===== src/rtl/decoder_pkg.sv =====
// Shared types and widths for the 2-to-4 strobe decoder.
// The state enum is used by the strobe FSM; the widths size its datapath.
package decoder_pkg;

    typedef enum logic [1:0] {
        IDLE = 2'd0,
        HOLD = 2'd1,
        GAP  = 2'd2
    } state_t;

    localparam int CODE_W = 2;
    localparam int OUT_W  = 4;
    localparam int CNT_W  = 8;

endpackage


===== src/rtl/decoder_2x4.sv =====
// Combinational binary-to-one-hot decoder: out[k] is high only when in == k.
import decoder_pkg::*;

module decoder_2x4 (
    input  logic [CODE_W-1:0] in,
    output logic [OUT_W-1:0]  out
);

    generate
        for (genvar gi = 0; gi < OUT_W; gi++) begin : g_bit
            assign out[gi] = (in == CODE_W'(gi));
        end
    endgenerate

endmodule


===== src/rtl/decoder_2x4_strobe.sv =====
// Accepts a 2-bit code, holds its one-hot decode for HOLD_CYCLES cycles, then
// enforces GAP_CYCLES idle cycles before the next code; abort cancels a strobe.
import decoder_pkg::*;

module decoder_2x4_strobe #(
    parameter int HOLD_CYCLES = 4,
    parameter int GAP_CYCLES  = 1
) (
    input  logic              clk,
    input  logic              rst,
    input  logic              in_valid,
    input  logic [CODE_W-1:0] in,
    input  logic              abort,
    output logic              in_ready,
    output logic [OUT_W-1:0]  out,
    output logic              busy,
    output logic              done
);

    state_t             state_reg, state_next;
    logic [CNT_W-1:0]   cnt_reg, cnt_next;
    logic [CODE_W-1:0]  code_reg, code_next;
    logic [OUT_W-1:0]   onehot;

    always_ff @(posedge clk) begin
        if (rst) begin
            state_reg <= IDLE;
            cnt_reg   <= '0;
            code_reg  <= '0;
        end else begin
            state_reg <= state_next;
            cnt_reg   <= cnt_next;
            code_reg  <= code_next;
        end
    end

    always_comb begin
        state_next = state_reg;
        cnt_next   = cnt_reg;
        code_next  = code_reg;
        case (state_reg)
            IDLE: begin
                if (in_valid && in_ready) begin
                    code_next  = in;
                    state_next = HOLD;
                    cnt_next   = CNT_W'(HOLD_CYCLES - 1);
                end
            end
            HOLD: begin
                // abort wins over the terminal count so no done is issued
                if (abort) begin
                    state_next = IDLE;
                    cnt_next   = '0;
                end else if (cnt_reg == '0) begin
                    if (GAP_CYCLES > 0) begin
                        state_next = GAP;
                        cnt_next   = CNT_W'(GAP_CYCLES - 1);
                    end else begin
                        state_next = IDLE;
                    end
                end else begin
                    cnt_next = cnt_reg - 1'b1;
                end
            end
            GAP: begin
                if (abort || cnt_reg == '0) begin
                    state_next = IDLE;
                    cnt_next   = '0;
                end else begin
                    cnt_next = cnt_reg - 1'b1;
                end
            end
            default: begin
                state_next = IDLE;
                cnt_next   = '0;
            end
        endcase
    end

    decoder_2x4 u_decoder_2x4 (
        .in  (code_reg),
        .out (onehot)
    );

    // Outputs decode only registered state; abort gates the handshake and done.
    assign in_ready = (state_reg == IDLE) && !abort;
    assign out      = (state_reg == HOLD) ? onehot : '0;
    assign busy     = (state_reg != IDLE);
    assign done     = (state_reg == HOLD) && (cnt_reg == '0) && !abort;

endmodule


===== config.mk =====
export PLATFORM = sky130hd
export DESIGN_NAME = decoder_2x4_strobe
export DESIGN_NICKNAME = d
export VERILOG_FILES = /design/src/rtl/decoder_pkg.sv /design/src/rtl/decoder_2x4.sv /design/src/rtl/decoder_2x4_strobe.sv
export SDC_FILE = /design/constraint.sdc
export NUM_CORES = 1
export LEC_CHECK = 0
export CAP_MARGIN = 40
export CORE_UTILIZATION = 42
export DETAILED_ROUTE_END_ITERATION = 8
export PLACE_DENSITY_LB_ADDON = 0.08
export SLEW_MARGIN = 5
export SYNTH_ARGS = -nofsm -noshare
export SYNTH_HDL_FRONTEND = slang
export SYNTH_SLANG_ARGS = --single-unit

===== constraint.sdc =====
create_clock -name clk -period 2.6 [get_ports clk]
set_clock_uncertainty 0.1 [all_clocks]
set_input_delay 0.39 -clock clk [delete_from_list [all_inputs] [get_ports clk]]
set_output_delay 0.39 -clock clk [all_outputs]
set_load 0.05 [all_outputs]

== Word-level counts from Yosys, hierarchy flattened ==
Index checks and enable logic that the tools add are counted.

* Add/sub/neg operators: 1
* Equality and inequality tests: 8
* Muxes and demuxes: 11
* Reduce and logical (&&, ||, !) cells: 12

{| class="wikitable"
|+ Operator list
! kind !! count
|-
| $mux W8 || 4
|-
| $pmux W8 S3 || 1
|-
| $logic_not A8 Y1 || 1
|-
| $mux W2 || 4
|-
| $sub A8 B1 Y8 const B || 1
|-
| $eq A2 B2 Y1 const B || 3
|-
| $pmux W2 S3 || 1
|-
| $eq A2 B1 Y1 const B || 2
|-
| $logic_and A1 B1 Y1 || 4
|-
| $logic_not A2 Y1 || 2
|-
| $mux W4 || 1
|-
| $ne A2 B2 Y1 const B || 2
|-
| $ne A3 B3 Y1 const B || 1
|-
| $reduce_and A3 Y1 || 1
|-
| $reduce_and A2 Y1 || 1
|-
| $reduce_bool A2 Y1 || 1
|-
| $logic_not A1 Y1 || 1
|-
| $logic_or A1 B1 Y1 || 1
|}

* Register bits: 12
* Input port bits: 6
* Output and inout port bits: 7
* Word-level logic and storage cells: 35

== Logic depth before layout (Yosys ltp) ==
Gate-level depths: netlist of the first run.

* Word-level depth: 5
* Gate-level depth with buffers: 6
* Mapped depth without buffers: 6

== Hierarchy ==
A second synthesis of the first run with hierarchy kept.

* Cell total of the unflattened synthesis: 84
* Area, all modules: 706.9 µm²

{| class="wikitable"
|+ By module, submodules not included
! module !! times used !! cells an instance !! area each (µm²) !! sequential area each (µm²)
|-
| decoder_2x4_strobe || 1 || 80 || 680.7 || 240.2
|-
| decoder_2x4 || 1 || 4 || 26.3 || 0.0
|}

== Worst setup path before layout of the first run ==
No wires, ideal clock.

* Kind: register to output
* Start point: register cnt_reg[0]
* End point: output done
* Data arrival time: 2468 ps
* Required time: 2110 ps
* Setup slack: -358 ps
* Cell stages (with the launch flop): 5
* Buffers on the path: 0
* Cells stage by stage: dfxtp_1 -> inv_1 -> ha_1 -> or3b_2 -> nor4_1

* Cells in the longest elaborated chain, start to end: 3

{| class="wikitable"
|+ RTL lines
! what !! line !! RTL
|-
| start, declared || decoder_2x4_strobe.sv:21 || <nowiki>logic [CNT_W-1:0] cnt_reg, cnt_next;</nowiki>
|-
| start signal, assigned || decoder_2x4_strobe.sv:32 || <nowiki>cnt_reg <= cnt_next;</nowiki>
|-
| $logic_not A8 Y1 || decoder_2x4_strobe.sv:89 || <nowiki>assign done = (state_reg == HOLD) && (cnt_reg == '0) && !abort;</nowiki>
|-
| $logic_and A1 B1 Y1 (2 in series) || decoder_2x4_strobe.sv:89 ||
|-
| end, declared || decoder_2x4_strobe.sv:17 || <nowiki>output logic done</nowiki>
|}

Every way passes these cells.

== Worst setup path in the final report of the first run ==
* Start point: register state_reg[0]
* End point: output out[2]

* Cells in the longest elaborated chain, start to end: 2

{| class="wikitable"
|+ RTL lines
! what !! line !! RTL
|-
| start, declared || decoder_2x4_strobe.sv:20 || <nowiki>state_t state_reg, state_next;</nowiki>
|-
| start signal, assigned || decoder_2x4_strobe.sv:31 || <nowiki>state_reg <= state_next;</nowiki>
|-
| $eq A2 B1 Y1 || decoder_2x4_strobe.sv:87 || <nowiki>assign out = (state_reg == HOLD) ? onehot : '0;</nowiki>
|-
| $mux W4 || decoder_2x4_strobe.sv:87 ||
|-
| end, declared || decoder_2x4_strobe.sv:15 || <nowiki>output logic [OUT_W-1:0] out,</nowiki>
|}

Every way passes these cells.

==> results of run 1 <==
## cell usage after synthesis
library cell  count
mux2i_1           1
nor2_4            2
nor2b_1           2
or3_1             2
nor3b_1           1
or4_4             1
nand2b_4          1
and3_1            1
or4_1             1
clkbuf_1          1
o2111ai_1         1
nor3_1            4
a2111oi_2         1
and2b_1           1
a311oi_1          1
xnor2_1           3
a211oi_2          1
ha_1              2
xor2_1            3
nand2b_1          1
nand2_1           3
nor4_1            1
o21ai_0           5
nor3_2            1
inv_1             4
dfxtp_1          12
o211ai_1          1
o21ai_1           1
nor2_2            1
buf_4             1
a21oi_1           5
inv_2             1
or3b_2            1
maj3_1            1
o41a_2            1
nor2_1           11
## cells by family (layout without fill, tap and decap cells)
kind of cell               after synthesis  after routing  synth area share (%)
and+or+nand+nor                         35             35                  30.2
AOI/OAI and AO/OA                       17             17                  17.2
DFF                                     12             12                  34.3
buffers and inverters                    7             21                  4.29
xor gates and xnor gates                 6              6                  7.51
adders and majority gates                3              3                  5.01
muxes                                    1              1                  1.43
## routing by layer
metal	track usage (%)	share of wire, %	vias up
met2	25.2	42	9
li1	-	-	316
met4	13.1	2.6	0
met3	2.55	2.8	4
met5	0	0	-
met1	24.0	53	277
## report_power, final
part / total [uW] / switching, uW / leakage (uW) / internal [uW]
registers: 220 / 19.6 / 0.0000982 / 201
logic: 172 / 96.3 / 0.000213 / 76.2
clock network: 156 / 70.8 / 0.0000210 / 85.3
total: 549 / 187 / 0.000332 / 362
## worst paths after layout
check                                               start                       to  cells after the start
worst max register to register    cnt_reg[0]$_SDFFE_PP0P_  cnt_reg[1]$_SDFFE_PP0P_                      6
worst min register to register    cnt_reg[7]$_SDFFE_PP0P_  cnt_reg[7]$_SDFFE_PP0P_                      2
worst max-delay path            state_reg[0]$_SDFFE_PP0P_                   out[2]                      3
worst min-delay path              cnt_reg[7]$_SDFFE_PP0P_  cnt_reg[7]$_SDFFE_PP0P_                      2
## worst max-delay path, delay by kind of cell (launching register included)
family        cells  cell delay (ns)
buf+inv           1             0.83
flops             1             0.47
simple gates      2             0.36
## through the flow
step / instances / instance area (um^2)
after CTS: 111 / 878
after floorplan: 81 / 706
after global routing: 111 / 878
after detailed placement: 107 / 842
after global placement: 107 / 842
final: 111 / 878
## final cells by class
type / instances / area [um^2] / area share, %
Tap cell: 16 / 20.0 / 2.28
Inverter: 5 / 18.8 / 2.14
Clock buffer: 4 / 36.3 / 4.13
Timing Repair Buffer: 12 / 128 / 14.5
Sequential cell: 12 / 240 / 27.4
Multi-Input combinational cell: 62 / 435 / 49.6
==> metrics.md, run 1 <==
| Metric | Value |
|---|---|
| Crit-path cells | nand2b_1 > nor3b_1 > clkdlybuf4s50_1 |
| Crit-path max cell delay | 0.83 ns |
| Min-delay worst type | flip-flop to flip-flop |
| Post-CTS setup buffers | 0 |
| Maximum fanout along the worst path | 7 |
| #FFs+latches synth | 12 |
| First-pass GRT wire length | 2390 um |
| Number of I/O port buffers | 12 |
| Overflow after GRT | 0 |
| Peak supply drop | 0.261 mV |
| Leading area contributor after synthesis | dfxtp_1 |
| Outcome | finished, final reports clean |
| Tot Pwr | 549 uW |
| Final hold violation count | 0 |
| Residual DRC | 0 |
| Commonest non-fill, non-tap cell in the layout | dfxtp_1 |
| Largest net degree at the start of global routing | 10 |
| Worst Max-Slew Pin Slew | 0.513 ns |
| Resize count post-CTS | 0 |
| Pwr dens | approximately 620 mW/mm^2 |
| DRT iter0 DRCs | 3 |
| CP endpoint kind | primary output |
| Slowest-stage cell, CP | clkdlybuf4s50_1 |
| R2R Setup Slk | 0.78 ns |
| Gr usage total | 17.7% |
| Unrepaired setup endpoints after global routing | no |
| CTS tree | built |
| Initial antenna violation count | 0 |
| Synthesized area | 699 um^2 |
| CTS Hold Bufs | 0 |
| Number of global-route vias before repair | roughly 550 |
| DRT antenna net count | 0 |
| CORE AREA | 0.00152 mm^2 |
| GPL Wtd Cong | roughly 0.73 |
| DR WL/cell | 13.0 um |
| HPWL after DPL | 1090 um |
| Worst EP required | 2.11 ns |
| Normalized max-slew margin | ~66% |
| Setup ws final | 0.172 ns |
| CP Class | flip-flop to primary output |
| Top-area cell type share of the netlist area | 34.3% |
| Post-Syn Nets | 89 |
| Final Net Count | 104 |
| IO Pins | 13 |
| Synth top area cells | dfxtp_1 (34%), nor2_1 (5.9%), xnor2_1 (3.8%) |
| Area grow syn2layout | 25.6% |
| Clk root buf | clkbuf_4 |
| Drt first pass iters | 2 |
| Critical path launch point type | flip-flop |
| Clock Latency Late Sink | 0.28 ns |
| Final setup vio count | 0 |
| Crit path time final | between 2 and 2.5 ns |
| Chip height | between 40 and 50 um |
| # rows | 14 |
| Final WL | 1440 um |
| Num CTS Buffers | 3 |
| P_leak | 0.000332 uW |
| Vias per std cell | 5.46 |
| Worst EP arrival | 1.94 ns |
| Die area | 0.00183 mm^2 |
| Worst-case clock buffer depth | 2 |
| Final Util | 57.6% |
| Die width | 42.8 um |
| Most frequent cells in the layout | dfxtp_1 (12), nor2_1 (11), clkdlybuf4s50_1 (10) |
| Final period util | 93.4% |
| Max-Cap Viols | 0 |
| Initial Utilization | 45.9% |
| Layout cells sized above 1 | 18.9% |
| Worst hold margin | 0.426 ns |
| Final setup TNS | 0 ns |
| Avg Synthesized Cell Area | about 8.6 um^2 |
| Pre-CTS WS | 0.469 ns |
| Synth Warn # | 0 |
| Netlist cell types | 36 |
| DR vias | a little over 600 |
| Mapped Cells | 81 |
| Maximum clock rate | 412 MHz |
| Diode count | 0 |
| CTS sink cnt | 12 |
| Layout fillers | 145 |
| Sequential share of the synthesized area | 34.3% |
| Worst-path clk slew | around 0.090 ns |
| Max reg flops | 8 |
| H-tree levels | 1 |
| Slew Viols, Final | 0 |
(Power assumes the default switching activity.)
==> inputs of run 2 (changes only) <==
- PLACE_DENSITY: default -> 0.66
- PLACE_DENSITY_LB_ADDON: 0.08 -> default
==> run 2 against run 1 <==
  * Total power down 1.9%
  * Sequential share of layout area unchanged
  * Non-clock buffer count unchanged
  * Clock power down 6%
  * Critical path type unchanged
  * Highest routed layer unchanged
==> metrics.md, run 2 (synthesis gave the netlist of run 1 again) <==
| Metric | Value |
|---|---|
| Gr usage total | 18.5% |
| CTS sink cnt | 12 |
| Final Net Count | 104 |
| Number of global-route vias before repair | roughly 570 |
| Most frequent cells in the layout | dfxtp_1 (12), nor2_1 (11), clkdlybuf4s50_1 (10) |
| HPWL after DPL | 1050 um |
| Commonest non-fill, non-tap cell in the layout | dfxtp_1 |
| Initial Utilization | 45.9% |
| Slowest-stage cell, CP | clkdlybuf4s50_1 |
| Clock Latency Late Sink | around 0.27 ns |
| IO Pins | 13 |
| Layout cells sized above 1 | 18.9% |
| Critical Path Start | state_reg[0]$_SDFFE_PP0P_ |
| Unrepaired setup endpoints after global routing | no |
| Final period util | 94.3% |
| Max reg flops | 8 |
| DR WL/cell | 12.4 um |
| CP endpoint kind | primary output |
| Setup ws final | 0.149 ns |
| Final WL | 1380 um |
| Normalized max-slew margin | 66.8% |
| Worst-path clk slew | 0.07 ns |
| Diode count | 0 |
| Drt first pass iters | 4 |
| Layout fillers | 145 |
| Pwr dens | 613 mW/mm^2 |
| Outcome | finished, final reports clean |
| Worst path depth | 3 |
| Final setup TNS | 0 ns |
| Worst-case clock buffer depth | 2 |
| CTS tree | built |
| Maximum fanout along the worst path | 7 |
| Die area | 0.00183 mm^2 |
| Crit-path cells | nand2b_1 > nor3b_1 > clkdlybuf4s50_1 |
| CP Class | flip-flop to primary output |
| Worst path top cell family by delay | buffers and inverters |
| Overflow after GRT | 0 |
| Number of buffers and inverters on the critical path | 1 |
| Chip height | 42.8 um |
| Critical path launch point type | flip-flop |
| Peak supply drop | 0.371 mV |
| First-pass GRT wire length | 2390 um |
| DRT iter0 DRCs | 6 |
| Slew Viols, Final | 0 |
| Area grow syn2layout | 25.6% |
| Final hold violation count | 0 |
| Residual DRC | 0 |
| Die width | roughly 43 um |
| GPL Wtd Cong | about 0.74 |
| Number of I/O port buffers | 12 |
| Vias per std cell | around 5.3 |
| Worst EP arrival | about 2.0 ns |
| Crit-path max cell delay | 0.83 ns |
| P_leak | 0.000332 uW |
| DRT antenna net count | 0 |
| Min-delay worst type | flip-flop to flip-flop |
| Hold path startpoint | cnt_reg[7]$_SDFFE_PP0P_ |
| FF-to-FF Start | cnt_reg[0]$_SDFFE_PP0P_ |
| CTS Hold Bufs | 0 |
| Max-Cap Viols | 0 |
| Initial antenna violation count | 0 |
| Final setup vio count | 0 |
| DR vias | ~600 |
| Resize count post-CTS | 0 |
| Worst EP required | 2.11 ns |
| Largest net degree at the start of global routing | 10 |
| Hold Crit Depth | 2 |
| Num CTS Buffers | 3 |
| R2R cell count | 6 |
| Pre-CTS WS | 0.438 ns |
| Clk root buf | clkbuf_4 |
| Crit path time final | 2.45 ns |
| Maximum clock rate | 408 MHz |
| # rows | 14 |
| H-tree levels | 1 |
| Post-CTS setup buffers | 0 |
| Worst Max-Slew Pin Slew | about 0.50 ns |
| CORE AREA | 0.00152 mm^2 |
-- run 2: cell counts in the layout (fill, tap and decap cells not counted) --
No cell type changed its count.
-- run 2: worst register-to-register path: stages (launching register included) --
cell and delay, ns:
dfxtp_1 0.39, inv_1 0.08, ha_1 0.19, or3b_2 0.25, o21ai_1 0.09, maj3_1 0.37
a311oi_1 0.24
-- run 2: power by group --
group          internal (uW)  switching, uW
Sequential               201           18.8
Combinational           76.3           96.7
Clock                   85.2           60.7
Total                    362            176
-- run 2: layout make-up --
cell class | instances | area, um^2 | area share, %
well taps | 16 | 20.0 | 2.28
inverters | 5 | 18.8 | 2.14
clock buffers | 4 | 36.3 | 4.13
flip-flops and latches | 12 | 240 | 27.4
multi-input cells | 62 | 435 | 49.6
repair buffers | 12 | 128 | 14.5
-- run 2: final timing paths --
kind         slack (ns)                      end
max                0.15                   out[2]
min                0.42  cnt_reg[7]$_SDFFE_PP0P_
max reg2reg        0.81  cnt_reg[1]$_SDFFE_PP0P_
min reg2reg        0.42  cnt_reg[7]$_SDFFE_PP0P_
-- run 2: metal layers --
metal | vias to the layer above | global-route usage (%) | routed length [um]
met1 | 266 | 21.8 | 652
met4 | 0 | 10.0 | 29
met3 | 4 | 7.66 | 70
met5 | - | 0 | 0
met2 | 10 | 28.2 | 628
li1 | 313 | - | -
-- run 2: stage by stage --
step | hold WS [ns] | instances | total power (uW) | util, % | cell area, um^2
2_1_floorplan | 0.381 | 81 | 357 | - | 706
3_3_place_gp | 0.395 | 107 | 397 | 55.3 | 842
3_5_place_dp | 0.403 | 107 | 397 | 55.3 | 842
4_1_cts | 0.425 | 111 | 547 | 57.6 | 878
5_1_grt | 0.466 | 111 | 579 | 57.6 | 878
6_report | 0.422 | 111 | 539 | 57.6 | 878
